===== src/rtl/uart_tx_fifo_pkg.sv =====
// ---------------------------------------------------------------------------
// uart_tx_fifo_pkg
// Shared definitions for the buffered UART transmitter. The RV32IM core and
// this block both import these values so that they agree on the MMIO
// addresses, the default baud divider and the transmitter state encoding.
//
// Contents:
//   tx_state_t            transmitter FSM states (IDLE/START/DATA/STOP)
//   uart_strobe_t         view of the core's 9-bit uart_out strobe bus
//   DEFAULT_CLKS_PER_BIT  100 MHz / 115200 baud
//   DEFAULT_FIFO_DEPTH    default number of queued bytes
//   UART_DATA_ADDR        MMIO address the core writes bytes to
//   UART_STATUS_ADDR      MMIO address reserved for the status flag
// ---------------------------------------------------------------------------
package uart_tx_fifo_pkg;

  typedef enum logic [1:0] {
    IDLE  = 2'd0,
    START = 2'd1,
    DATA  = 2'd2,
    STOP  = 2'd3
  } tx_state_t;

  // Bit 8 is a one-cycle write strobe, bits 7:0 the byte to transmit.
  typedef struct packed {
    logic       valid;
    logic [7:0] data;
  } uart_strobe_t;

  localparam int DEFAULT_CLKS_PER_BIT = 868;
  localparam int DEFAULT_FIFO_DEPTH   = 16;

  localparam logic [15:0] UART_DATA_ADDR   = 16'hfff0;
  localparam logic [15:0] UART_STATUS_ADDR = 16'hfff1;

endpackage


===== src/rtl/uart_tx_fifo_if.sv =====
// ---------------------------------------------------------------------------
// uart_tx_fifo_if
// Bundles the core-facing strobe bus and the transmitter's line/status
// outputs.
//
// Signals:
//   uart_in     [8] write strobe, [7:0] byte      (core -> transmitter)
//   tx          serial line, idle high             (transmitter -> pins)
//   busy        frame currently on the line
//   fifo_full   queue holds FIFO_DEPTH bytes
//   fifo_count  bytes queued, excluding the one being shifted
//   overflow    sticky: a byte was dropped because the queue was full
//
// Modports:
//   master  the core side (drives uart_in, observes status)
//   slave   the transmitter (uart_tx_fifo)
// ---------------------------------------------------------------------------
interface uart_tx_fifo_if
  import uart_tx_fifo_pkg::*;
#(
  parameter int FIFO_DEPTH = DEFAULT_FIFO_DEPTH
);
  localparam int CNT_W = $clog2(FIFO_DEPTH) + 1;

  logic [8:0]       uart_in;
  logic             tx;
  logic             busy;
  logic             fifo_full;
  logic [CNT_W-1:0] fifo_count;
  logic             overflow;

  modport master (
    output uart_in,
    input  tx,
    input  busy,
    input  fifo_full,
    input  fifo_count,
    input  overflow
  );

  modport slave (
    input  uart_in,
    output tx,
    output busy,
    output fifo_full,
    output fifo_count,
    output overflow
  );

endinterface


===== src/rtl/uart_tx_fifo_sync_fifo.sv =====
// ---------------------------------------------------------------------------
// sync_fifo
// Single-clock FIFO with combinational read of the head entry.
//
// Ports:
//   clock, reset_n  system clock, asynchronous active-low reset
//   push, wr_data   write wr_data at the tail
//   pop             drop the head entry (rd_data is valid before the edge)
//   rd_data         current head entry
//   full, empty     occupancy flags
//   count           number of stored entries (0..DEPTH)
//
// A push while full is accepted only when a pop happens on the same edge;
// the write then lands in the slot the pop is vacating. A pop while empty
// is ignored.
// ---------------------------------------------------------------------------
module sync_fifo #(
  parameter  int WIDTH  = 8,
  parameter  int DEPTH  = 16,
  localparam int ADDR_W = $clog2(DEPTH),
  localparam int CNT_W  = ADDR_W + 1
) (
  input  logic             clock,
  input  logic             reset_n,
  input  logic             push,
  input  logic             pop,
  input  logic [WIDTH-1:0] wr_data,
  output logic [WIDTH-1:0] rd_data,
  output logic             full,
  output logic             empty,
  output logic [CNT_W-1:0] count
);

  logic [WIDTH-1:0]  mem [DEPTH];
  logic [ADDR_W-1:0] wr_ptr;
  logic [ADDR_W-1:0] rd_ptr;
  logic [CNT_W-1:0]  count_q;
  logic              do_push;
  logic              do_pop;

  assign full    = (count_q == CNT_W'(DEPTH));
  assign empty   = (count_q == '0);
  assign count   = count_q;
  assign rd_data = mem[rd_ptr];

  assign do_pop  = pop && !empty;
  assign do_push = push && (!full || do_pop);

  // Storage has no reset; only entries between the pointers are ever read.
  always_ff @(posedge clock) begin
    if (do_push) begin
      mem[wr_ptr] <= wr_data;
    end
  end

  // Pointers wrap naturally because DEPTH is a power of two.
  always_ff @(posedge clock or negedge reset_n) begin
    if (!reset_n) begin
      wr_ptr  <= '0;
      rd_ptr  <= '0;
      count_q <= '0;
    end else begin
      if (do_push) begin
        wr_ptr <= wr_ptr + ADDR_W'(1);
      end
      if (do_pop) begin
        rd_ptr <= rd_ptr + ADDR_W'(1);
      end
      case ({do_push, do_pop})
        2'b10:   count_q <= count_q + CNT_W'(1);
        2'b01:   count_q <= count_q - CNT_W'(1);
        default: count_q <= count_q;
      endcase
    end
  end

endmodule


===== src/rtl/uart_tx_fifo.sv =====
// ---------------------------------------------------------------------------
// uart_tx_fifo
// Buffered 8N1 UART transmitter. Bytes strobed in by the core are queued in
// a sync_fifo and shifted out LSB first at a fixed baud divider.
//
// Ports:
//   clock    system clock, rising edge
//   reset_n  asynchronous active-low reset (aborts any frame in flight)
//   bus      uart_tx_fifo_if.slave: uart_in strobe bus in; tx, busy,
//            fifo_full, fifo_count and sticky overflow out
//
// A frame is START (low), 8 data bits, STOP (high), each CLKS_PER_BIT
// cycles, 10*CLKS_PER_BIT cycles in total. When the queue still holds a
// byte at the end of STOP, the next START follows with no idle gap.
// ---------------------------------------------------------------------------
module uart_tx_fifo
  import uart_tx_fifo_pkg::*;
#(
  parameter  int CLKS_PER_BIT = DEFAULT_CLKS_PER_BIT,
  parameter  int FIFO_DEPTH   = DEFAULT_FIFO_DEPTH,
  localparam int CNT_W        = $clog2(FIFO_DEPTH) + 1
) (
  input  logic           clock,
  input  logic           reset_n,
  uart_tx_fifo_if.slave  bus
);

  localparam int                BAUD_W    = $clog2(CLKS_PER_BIT);
  localparam logic [BAUD_W-1:0] BAUD_LAST = BAUD_W'(CLKS_PER_BIT - 1);

  uart_strobe_t      strobe;
  tx_state_t         state_q;
  logic [BAUD_W-1:0] baud_cnt;
  logic [2:0]        bit_idx;
  logic [7:0]        shift_reg;
  logic              tx_q;
  logic              busy_q;
  logic              overflow_q;

  logic              baud_end;
  logic              push;
  logic              pop;
  logic [7:0]        head_data;
  logic              fifo_full;
  logic              fifo_empty;
  logic [CNT_W-1:0]  fifo_count;

  assign strobe   = bus.uart_in;
  assign baud_end = (baud_cnt == BAUD_LAST);

  // The head is taken either from IDLE or at the last cycle of STOP, which
  // is what lets back-to-back frames run without an idle bit between them.
  assign pop  = !fifo_empty &&
                ((state_q == IDLE) || ((state_q == STOP) && baud_end));
  assign push = strobe.valid && (!fifo_full || pop);

  sync_fifo #(
    .WIDTH (8),
    .DEPTH (FIFO_DEPTH)
  ) u_fifo (
    .clock   (clock),
    .reset_n (reset_n),
    .push    (push),
    .pop     (pop),
    .wr_data (strobe.data),
    .rd_data (head_data),
    .full    (fifo_full),
    .empty   (fifo_empty),
    .count   (fifo_count)
  );

  // A strobe that finds the queue full with no pop on the same edge loses
  // its byte; the flag stays set until reset so software can notice later.
  always_ff @(posedge clock or negedge reset_n) begin
    if (!reset_n) begin
      overflow_q <= 1'b0;
    end else if (strobe.valid && fifo_full && !pop) begin
      overflow_q <= 1'b1;
    end
  end

  always_ff @(posedge clock or negedge reset_n) begin
    if (!reset_n) begin
      state_q   <= IDLE;
      baud_cnt  <= '0;
      bit_idx   <= '0;
      shift_reg <= '0;
      tx_q      <= 1'b1;
      busy_q    <= 1'b0;
    end else begin
      case (state_q)
        IDLE: begin
          baud_cnt <= '0;
          if (!fifo_empty) begin
            shift_reg <= head_data;
            tx_q      <= 1'b0;
            busy_q    <= 1'b1;
            state_q   <= START;
          end else begin
            tx_q   <= 1'b1;
            busy_q <= 1'b0;
          end
        end

        START: begin
          if (baud_end) begin
            baud_cnt <= '0;
            tx_q     <= shift_reg[0];
            bit_idx  <= '0;
            state_q  <= DATA;
          end else begin
            baud_cnt <= baud_cnt + BAUD_W'(1);
          end
        end

        DATA: begin
          if (baud_end) begin
            baud_cnt <= '0;
            if (bit_idx == 3'd7) begin
              tx_q    <= 1'b1;
              state_q <= STOP;
            end else begin
              tx_q    <= shift_reg[bit_idx + 3'd1];
              bit_idx <= bit_idx + 3'd1;
            end
          end else begin
            baud_cnt <= baud_cnt + BAUD_W'(1);
          end
        end

        STOP: begin
          if (baud_end) begin
            baud_cnt <= '0;
            if (!fifo_empty) begin
              shift_reg <= head_data;
              tx_q      <= 1'b0;
              state_q   <= START;
            end else begin
              busy_q  <= 1'b0;
              state_q <= IDLE;
            end
          end else begin
            baud_cnt <= baud_cnt + BAUD_W'(1);
          end
        end

        default: begin
          baud_cnt <= '0;
          tx_q     <= 1'b1;
          busy_q   <= 1'b0;
          state_q  <= IDLE;
        end
      endcase
    end
  end

  assign bus.tx         = tx_q;
  assign bus.busy       = busy_q;
  assign bus.fifo_full  = fifo_full;
  assign bus.fifo_count = fifo_count;
  assign bus.overflow   = overflow_q;

endmodule

===== src/flat_wrapper.sv =====
// flat-port wrapper written by rule: the top's interface ports become plain ports
module uart_tx_fifo_flat import uart_tx_fifo_pkg::*;
#(
  parameter  int CLKS_PER_BIT = DEFAULT_CLKS_PER_BIT,
  parameter  int FIFO_DEPTH   = DEFAULT_FIFO_DEPTH,
  localparam int CNT_W        = $clog2(FIFO_DEPTH) + 1
)
  (clock, reset_n, bus_uart_in, bus_tx, bus_busy, bus_fifo_full, bus_fifo_count, bus_overflow);
  uart_tx_fifo_if #(.FIFO_DEPTH(FIFO_DEPTH)) bus_i ();
  input  logic clock;
  input  logic reset_n;
  input wire logic [$bits(bus_i.uart_in)-1:0] bus_uart_in;
  output wire logic [$bits(bus_i.tx)-1:0] bus_tx;
  output wire logic [$bits(bus_i.busy)-1:0] bus_busy;
  output wire logic [$bits(bus_i.fifo_full)-1:0] bus_fifo_full;
  output wire logic [$bits(bus_i.fifo_count)-1:0] bus_fifo_count;
  output wire logic [$bits(bus_i.overflow)-1:0] bus_overflow;
  assign bus_i.uart_in = bus_uart_in;
  assign bus_tx = bus_i.tx;
  assign bus_busy = bus_i.busy;
  assign bus_fifo_full = bus_i.fifo_full;
  assign bus_fifo_count = bus_i.fifo_count;
  assign bus_overflow = bus_i.overflow;
  uart_tx_fifo #(.CLKS_PER_BIT(CLKS_PER_BIT), .FIFO_DEPTH(FIFO_DEPTH)) u_core (.clock(clock), .reset_n(reset_n), .bus(bus_i));
endmodule

===== config.mk =====
export PLATFORM = sky130hd
export DESIGN_NAME = uart_tx_fifo_flat
export DESIGN_NICKNAME = d
export VERILOG_FILES = /design/src/rtl/uart_tx_fifo_pkg.sv /design/src/rtl/uart_tx_fifo_if.sv /design/src/rtl/uart_tx_fifo_sync_fifo.sv /design/src/rtl/uart_tx_fifo.sv /design/src/flat_wrapper.sv
export SDC_FILE = /design/constraint.sdc
export NUM_CORES = 1
export LEC_CHECK = 0
export ABC_AREA = 1
export CAP_MARGIN = 20
export CORE_AREA = 3 3 127 129
export DETAILED_ROUTE_END_ITERATION = 8
export DIE_AREA = 0 0 130 132
export MAX_ROUTING_LAYER = met4
export PLACE_DENSITY = 0.65
export REMOVE_ABC_BUFFERS = 1
export SYNTH_ARGS = -nofsm -noshare
export SYNTH_HDL_FRONTEND = slang
export SYNTH_SLANG_ARGS = --single-unit

===== constraint.sdc =====
create_clock -name clock -period 2.9 [get_ports clock]
set_input_delay 0.435 -clock clock [delete_from_list [all_inputs] [get_ports clock]]
set_output_delay 0.435 -clock clock [all_outputs]
set_load 0.005 [all_outputs]

# Word level (Yosys, flattened, before mapping)
# Memory sizes are Yosys's and may differ from the RTL's.
# Index checks and enable logic that the tools add are counted.
# totals
mem_count	1
word_cells	90
ff_bits	39
ramBits	128
inputBits	11
# mem_list
name	words	width	rd	rd_ports_with_merged_regs	write_ports	line_no	rtl
u_core.u_fifo.mem	16	8	1	0	1	uart_tx_fifo_sync_fifo.sv:34	logic [WIDTH-1:0] mem [DEPTH];
# op_classes
n_mux	32
n_reduce_logical	24
n_addsub	6
n_eq_ne	16
order_cmp	1
# op_table
op	count
case mux 10 bit (2 select lines)	1
2-to-1 mux 8 bit	2
case mux 8 bit (2 select lines)	1
2-to-1 mux 1 bit	13
adder 10 x 1 -> 10 bit, second input constant	1
== test 10 bit, second input constant	1
2-to-1 mux 10 bit	1
2-to-1 mux 2 bit	5
!= test 2 x 1 -> 1 bit, second input constant	5
case mux 5 bit (2 select lines)	1
2-to-1 mux 3 bit	3
adder 4 x 1 -> 4 bit, second input constant	2
case mux 2 bit (4 select lines)	1
AND reduction 4 bit	2
logical AND 1 bit	7
== test 2 bit, second input constant	3
!= test 2 bit, second input constant	3
case mux 3 bit (2 select lines)	1
nonzero test 2 bit	3
adder 5 x 1 -> 5 bit, second input constant	1
== test 5 bit, second input constant	1
logical NOT 5 bit	1
AND reduction 5 bit	1
subtractor 5 x 1 -> 5 bit, second input constant	1
13 further kinds	18

# Logic depth before layout (Yosys ltp)
# Gate-level depths: netlist (run 1).
# depth
ltp_word	9
mapped_depth	16
ltp_nobuf	16

# Modules after synthesis
# From an unflattened synthesis (run 1), not the netlist that was laid out.
# hier_totals
hier_cells	654
hier_area_um2	7409.6
# by_module_without_submodules
mod	area_per_inst_um2	n_inst	cells_per_inst	seq_area_each_um2
sync_fifo	5982.0	1	478	4169.0
uart_tx_fifo	1427.6	1	176	651.9

# Least setup slack after synthesis (run 1)
# Ideal clock, no wire load.
# synth_timing
path_kind	reg-to-reg
start	register u_core.baud_cnt[0]
end	register u_core.u_fifo.count_q[4], in the netlist u_core.u_fifo.count[4]
path_slack_ps	371
arrival_ps	2446
required_time_ps	2817
n_path_buf	0
synth_period_minus_slack_ps	2529
path_stages_with_launch	17
setup_time_ps	83
cell_sequence	dfrtp_1 -> ha_1 -> inv_1 -> nor3_2 -> nand4_1 -> nand2_1 -> nand2_1 -> inv_1 -> ha_1 -> inv_1 -> fa_1 -> inv_1 -> a21oi_1 -> o21bai_1 -> xor2_1 -> nand2_1 -> o21ai_0
# synth_via
elab_chain_len	9
# synth_rtl
item	line_no	rtl
start: declaration	uart_tx_fifo.sv:33	logic [BAUD_W-1:0] baud_cnt;
start signal: assignment	uart_tx_fifo.sv:112	baud_cnt <= baud_cnt + BAUD_W'(1);
start signal: assignment	uart_tx_fifo.sv:127	baud_cnt <= baud_cnt + BAUD_W'(1);
start signal: assignment	uart_tx_fifo.sv:143	baud_cnt <= baud_cnt + BAUD_W'(1);
== test 10 bit (*)	uart_tx_fifo.sv:49	assign baud_end = (baud_cnt == BAUD_LAST);
logical AND 1 bit (*)	uart_tx_fifo.sv:54	((state_q == IDLE) || ((state_q == STOP) && baud_end));
logical OR 1 bit (*)	uart_tx_fifo.sv:54	
logical AND 1 bit (*)	uart_tx_fifo.sv:53	assign pop = !fifo_empty &&
logical AND 1 bit (*)	uart_tx_fifo_sync_fifo.sv:46	assign do_pop = pop && !empty;
named net u_core.u_fifo.do_pop	uart_tx_fifo_sync_fifo.sv:39	logic do_pop;
logical OR 1 bit	uart_tx_fifo_sync_fifo.sv:47	assign do_push = push && (!full || do_pop);
logical AND 1 bit	uart_tx_fifo_sync_fifo.sv:47	
== test 2 x 1 -> 1 bit / == test 2 bit (equally long branches)	uart_tx_fifo_sync_fifo.sv:69	case ({do_push, do_pop})
case mux 5 bit (2 select lines) / nonzero test 2 bit (equally long branches)	--	
end signal: assignment	uart_tx_fifo_sync_fifo.sv:70	2'b10: count_q <= count_q + CNT_W'(1);
end signal: assignment	uart_tx_fifo_sync_fifo.sv:71	2'b01: count_q <= count_q - CNT_W'(1);
end signal: assignment	uart_tx_fifo_sync_fifo.sv:72	default: count_q <= count_q;
end: declaration	uart_tx_fifo_sync_fifo.sv:37	logic [CNT_W-1:0] count_q;
# Mark *: on every way through the listed nets, which the timed path passes. The rest lies on a longest branch.
# A chain may end at the register's enable or synchronous reset.

# Worst setup path in the final report (run 1)
# Same ends and word-level chain as after synthesis.

==> key figures, run 1 <==
Timing
  • Final worst slack: 216 ps
  • Final setup viols: 0
  • Clk_skew: 11.0 ps
  • Final Max Slew Viols: 0
  • Min Tclk post-route: 2680 ps
  • Fin crit share: 92.6%
  • Slew @ Worst Pin: 892 ps
  • RSZ-0062 raised after global routing: false
  • Setup TNS Final: 0 ps
  • Slew headroom: 40.5%
  • FMAX: 373 MHz
  • Hold Vio Cnt, Final: 0
  • Hold_ws: 144 ps

Route
  • Vias/cell: 5.36
  • Final ANT Viol Nets: 0
  • DRC: 0
  • Via count: 5,123
  • Final WL: 15.6 mm
  • Post-DR wirelength/cell: 16.3 um
  • Drt first-iter violations: 521
  • Pre-Repair DR Iteration Count: 5

Final layout
  • Layout Cell Area excl Fill: 8500 um2
  • Multi-input gate area in the final layout: 2320 um2
  • Share of layout cells above drive strength 1: 9.26%
  • Diodes inserted: 0
  • Final #Nets: 783
  • Commonest non-fill, non-tap cells in the layout: 166 x nand2_1, 132 x nor2_1, 128 x edfxtp_1
  • Sequential cell area: 4820 um2
  • # fillers: 1,275
  • Final cell count without fillers: 955
  • Layout area overhead: 14.0%
  • Largest register FFs: 128
  • Commonest non-fill, non-tap cell in the layout: nand2_1
  • Final core utilization: 56.1%

Global route
  • First-pass GRT wire length: 25.4 mm
  • Antenna violations before repair: 0
  • Gr usage total: 19.7%
  • Largest net degree at the start of global routing: 67
  • Vias in the first global route: 4,911
  • GRT Residual Overflow: 0

Hold path
  • Hold WC Path Type: primary input to async pin

Run status
  • Outcome: complete, no violations

CTS
  • Hold Buf Count CTS: 0
  • Clock Sinks: 167
  • Post-CTS Setup Inserts: 0
  • Clock Latency Late Sink: 420 ps
  • Root Buffer: clkbuf_16
  • CTS max path bufs: 2
  • H-tree Lvls: 4
  • CTS clk-pin slew, worst paths: 60 ps
  • TritonCTS Buffers: 17
  • TritonCTS clock tree: yes

Setup path
  • Reg2reg setup slack: 220 ps
  • WP data arrival: 3020 ps
  • Reg2reg end: u_core.u_fifo.count[4]$_DFFE_PN0P_
  • Setup CP Type: register to register
  • Reg2reg start: u_core.baud_cnt[0]$_DFF_PN0_
  • Crit-path slowest cell: dfrtp_2
  • Nature of the critical path startpoint: register
  • Crit-path most repeated cell: inv_1
  • Crit-path max cell delay: 400 ps
  • Crit path cell chain: ha_1 > inv_1 > nor3_2 > nand4_1 > nand2_1 > nand2_1 > inv_1 > ha_2 > inv_1 > fa_1 > inv_1 > a21oi_1 > o21bai_1 > xor2_1 > nand2_1 > o21ai_0
  • Crit path capture type: register
  • Worst endpoint required time: 3240 ps
  • Reg2reg path depth: 16
  • Worst-path maximum fanout: 6

Logic synthesis
  • Netlist cell types: 36
  • Area of the mapped netlist: 7450 um2
  • #FFs+latches synth: 167
  • Syn avg cell area: 10.3 um2
  • EDFF count, synth: 128
  • Share of the synthesized area in the top cell type: 51.6%
  • Synth Instances: 724
  • Primary FF master, synth: edfxtp_1
  • Synth top area cells: edfxtp_1 52%, dfrtp_1 13%, nand2_1 8.4%
  • Yosys Warn Count: 0
  • Proportion of synthesized chip area in sequential cells: 64.7%
  • Area leader, netlist: edfxtp_1
  • Async S/R FF share, synth: 23.4%

Floorplanning
  • Total Die Area: 17,200 um2
  • Top Ports: 20
  • Core Box Area: 15,100 um2
  • Die H: 132 um
  • Row count: 45
  • Initial Utilization: 49.2%
  • Die Width: 130 um

Power
  • PD cells: 688 nW/um2
  • Overall Power: 5.85 mW
  • LEAKAGE: 3.27 nW
  • Maximum VDD drop: 0.000518 V

Placed design
  • IO Port Bufs: 19
  • Gpl congestion: 0.820
  • Post-DP Area: 7880 um2
  • Placed insts: 923
  • Pre-CTS setup slack: 148 ps
  • DPL Wire Length: 10.1 mm

Run
  • Max-cap viol count: 0
## worst max-delay path by stage
stage	start	to	slack [ps]	cells after the start
6_report	u_core.baud_cnt[0]$_DFF_PN0_	u_core.u_fifo.count[4]$_DFFE_PN0P_	220	16
5_1_grt	u_core.baud_cnt[0]$_DFF_PN0_	u_core.u_fifo.count[4]$_DFFE_PN0P_	20	16
4_1_cts	u_core.baud_cnt[0]$_DFF_PN0_	u_core.u_fifo.count[4]$_DFFE_PN0P_	140	16
3_5_place_dp	u_core.baud_cnt[0]$_DFF_PN0_	u_core.u_fifo.count[4]$_DFFE_PN0P_	150	16
3_3_place_gp	u_core.baud_cnt[0]$_DFF_PN0_	u_core.u_fifo.count[4]$_DFFE_PN0P_	210	16
2_1_floorplan	u_core.u_fifo.rd_ptr[0]$_DFFE_PN0P_	u_core.shift_reg[0]$_DFFE_PN0P_	280	7
## cell families after synthesis
family | after synthesis | share of synthesized area, %
fa+ha+maj | 18 | 3.12
flops | 167 | 64.7
xor+xnor | 11 | 1.29
simple gates | 385 | 21.5
compound gates | 75 | 5.25
buf+inv | 68 | 4.16
## critical path: cells and delay by family, from the launching register on
kind	cells	cell delay, ps
compound gates	3	270
xor+xnor	1	170
fa+ha+maj	3	810
buf+inv	4	330
flops	1	400
simple gates	5	610
## layer usage
| metal | vias to the layer above | global-route usage [%] | share of wire (%) |
|---|---|---|---|
| met4 | 0 | 5.02 | 1.5 |
| li1 | 2495 | - | - |
| met3 | 22 | 5.92 | 6.1 |
| met5 | - | - | 0 |
| met2 | 136 | 29.5 | 48 |
| met1 | 2470 | 26.7 | 45 |
## area by class of cell
class / instances / share of cell area, %
Multi-Input combinational cell: 489 / 27.4
Inverter: 40 / 1.78
Clock inverter: 15 / 2.24
Sequential cell: 167 / 56.8
Tap cell: 188 / 2.77
Clock buffer: 17 / 5.01
Timing Repair Buffer: 39 / 4.09
## Yosys cell counts, types with 2 or more instances
library cell and n:
a21oi_1 8, buf_1 4, buf_2 10, buf_4 7, buf_6 2, clkbuf_1 5, dfrtp_1 38, edfxtp_1 128
ha_1 17, inv_1 37, nand2_1 166, nand2_2 2, nand3_1 72, nand3_2 2, nand4_1 3, nor2_1 132
nor2_2 3, o21ai_0 54, o21ai_1 7, o21bai_1 2, xnor2_1 2, xor2_1 9
## where the power goes
part           switching [mW]  internal [mW]  total [mW]
Combinational           0.393          0.241       0.633
Sequential             0.0989           2.78        2.88
Clock                   0.953           1.38        2.33
## timing repair
| item | in CTS | in global routing |
|---|---|---|
| hold endpoints to repair | 0 | 0 |
| resized for setup | 0 | 2 |
| endpoints found under the setup margin | 0 | 1 |
No activity file was read; power rests on OpenSTA's default activity.
==> inputs of run 2 (changes only) <==
Settings changed: CTS_BUF_LIST set to sky130_fd_sc_hd__clkbuf_8.
==> key figures, run 2 (synthesized netlist as in run 1, its figures left out) <==
Route
  • Post-DR wirelength/cell: 16.2 um
  • Vias/cell: 5.31
  • Final ANT Viol Nets: 0
  • Via count: 5,067
  • Final WL: 15.4 mm
  • Drt first-iter violations: 414
  • DRC: 0
  • Pre-Repair DR Iteration Count: 5

Placed design
  • Gpl congestion: 0.820
  • Post-DP Area: 7880 um2
  • DPL Wire Length: 10.1 mm
  • IO Port Bufs: 19

Timing
  • Final Max Slew Viols: 0
  • RSZ-0062 raised after global routing: false
  • Min Tclk post-route: 2690 ps
  • FMAX: 372 MHz
  • Clk_skew: 16.9 ps
  • Slew headroom: 41.8%
  • Slew @ Worst Pin: 874 ps
  • Setup TNS Final: 0 ps
  • Final setup viols: 0
  • Fin crit share: 92.6%
  • Hold Vio Cnt, Final: 0

Global route
  • First-pass GRT wire length: 25.3 mm
  • Antenna violations before repair: 0
  • Vias in the first global route: 4,953
  • Largest net degree at the start of global routing: 67
  • Gr usage total: 19.7%
  • GRT Residual Overflow: 0

Power
  • Seq pwr share: 54.7%
  • Pint: 3.89 mW
  • PD cells: 634 nW/um2
  • Clock network power share: 33.4%
  • Switch share: 26.1%
  • LEAKAGE: 3.19 nW
  • Maximum VDD drop: 0.000476 V
  • Combinational cell fraction of total power: 12.0%
  • Net switching power: 1.37 mW
  • Overall Power: 5.27 mW

Setup path
  • Setup CP Type: register to register
  • Worst endpoint required time: 3280 ps
  • Crit-path most repeated cell: inv_1
  • CP bufs+invs: 4
  • Crit path capture type: register
  • Worst-path maximum fanout: 6
  • Crit path cell chain: ha_1 > inv_1 > nor3_2 > nand4_1 > nand2_1 > nand2_1 > inv_1 > ha_2 > inv_1 > fa_1 > inv_1 > a21oi_1 > o21bai_1 > xor2_1 > nand2_1 > o21ai_0
  • Crit-path max cell delay: 410 ps
  • Nature of the critical path startpoint: register
  • WP data arrival: 3070 ps
  • Crit-path slowest cell: dfrtp_2
  • Top Family by Delay on Critical Path: adder cells

Floorplanning
  • Die Width: 130 um
  • Total Die Area: 17,200 um2
  • Top Ports: 20
  • Die H: 132 um
  • Initial Utilization: 49.2%
  • Row count: 45
  • Core Box Area: 15,100 um2

CTS
  • H-tree Lvls: 4
  • Clock Latency Late Sink: 460 ps
  • CTS max path bufs: 2
  • Hold Buf Count CTS: 0
  • TritonCTS Buffers: 17
  • Clock Sinks: 167
  • Root Buffer: clkbuf_8
  • CTS resizes: 0
  • TritonCTS clock tree: yes
  • Post-CTS Setup Inserts: 0
  • CTS clk-pin slew, worst paths: 90 ps

Hold path
  • Hold WC Path Type: primary input to async pin

Final layout
  • Layout Cell Area excl Fill: 8310 um2
  • Commonest non-fill, non-tap cells in the layout: 166 x nand2_1, 132 x nor2_1, 128 x edfxtp_1
  • Diodes inserted: 0
  • Share of layout cells above drive strength 1: 9.26%
  • # fillers: 1,298
  • Layout area overhead: 11.4%
  • Final #Nets: 783
  • Largest register FFs: 128
  • Commonest non-fill, non-tap cell in the layout: nand2_1

Run status
  • Outcome: complete, no violations

Run
  • Max-cap viol count: 0
-- run 2: cell count changes in the layout (fill, tap and decap cells not counted) --
cell / delta
clkbuf_8: +17
clkbuf_16: -17
-- run 2: routing by layer --
layer	GRT usage (%)	part of all wire, %	vias up
met1	26.6	45	2434
met2	29.5	48	125
met4	6.70	1.6	0
met5	-	0	-
met3	4.62	5.5	19
li1	-	-	2489
-- run 2: area by class of cell --
cell class	count	area (um2)	area share [%]
clock buffers	17	234	2.82
clock inverters	15	190	2.29
inverters	40	151	1.82
multi-input cells	489	2320	28.0
flip-flops and latches	167	4820	58.1
well taps	188	235	2.83
repair buffers	39	348	4.19
-- run 2: power groups by stage --
stage	Combinational, mW	Clock, mW	Sequential (mW)
global route	0.704	1.90	2.90
global placement	0.625	0	2.92
detailed placement	0.636	0	2.93
finish	0.630	1.76	2.88
CTS	0.638	1.80	2.88
floorplan	0.342	0	2.91
-- run 2: worst reg2reg max path, cell delays in order (launching register included) --
cell and delay (ps):
dfrtp_2 410, ha_1 220, inv_1 60, nor3_2 200
nand4_1 190, nand2_1 100, nand2_1 60, inv_1 110
ha_2 250, inv_1 70, fa_1 360, inv_1 90
a21oi_1 60, o21bai_1 140, xor2_1 170, nand2_1 60
o21ai_0 70
-- run 2: through the flow --
stage                     util, %  setup WS (ps)  hold WS (ps)  instances
after detailed placement     52.0            148           460        923
final                        54.8            214          87.2        955
after floorplan                 -            276           139        696
after global placement       52.0            215           453        923
after global routing         54.8           14.2           156        955
after CTS                    54.8            140           100        955
-- run 2: final timing paths --
path / start / to / slack, ps / cells past startpoint
worst max-delay path: u_core.baud_cnt[0]$_DFF_PN0_ / u_core.u_fifo.count[4]$_DFFE_PN0P_ / 210 / 16
worst min-delay path: reset_n / u_core.u_fifo.wr_ptr[3]$_DFFE_PN0P_ / 90 / 1
worst max register to register: u_core.baud_cnt[0]$_DFF_PN0_ / u_core.u_fifo.count[4]$_DFFE_PN0P_ / 210 / 16
worst min register to register: u_core.bus.tx$_DFFE_PN1P_ / u_core.bus.tx$_DFFE_PN1P_ / 470 / 2
max in group asynchronous: reset_n / u_core.baud_cnt[0]$_DFF_PN0_ / 2200 / 1
min in group clock: u_core.bus.tx$_DFFE_PN1P_ / u_core.bus.tx$_DFFE_PN1P_ / 470 / 2
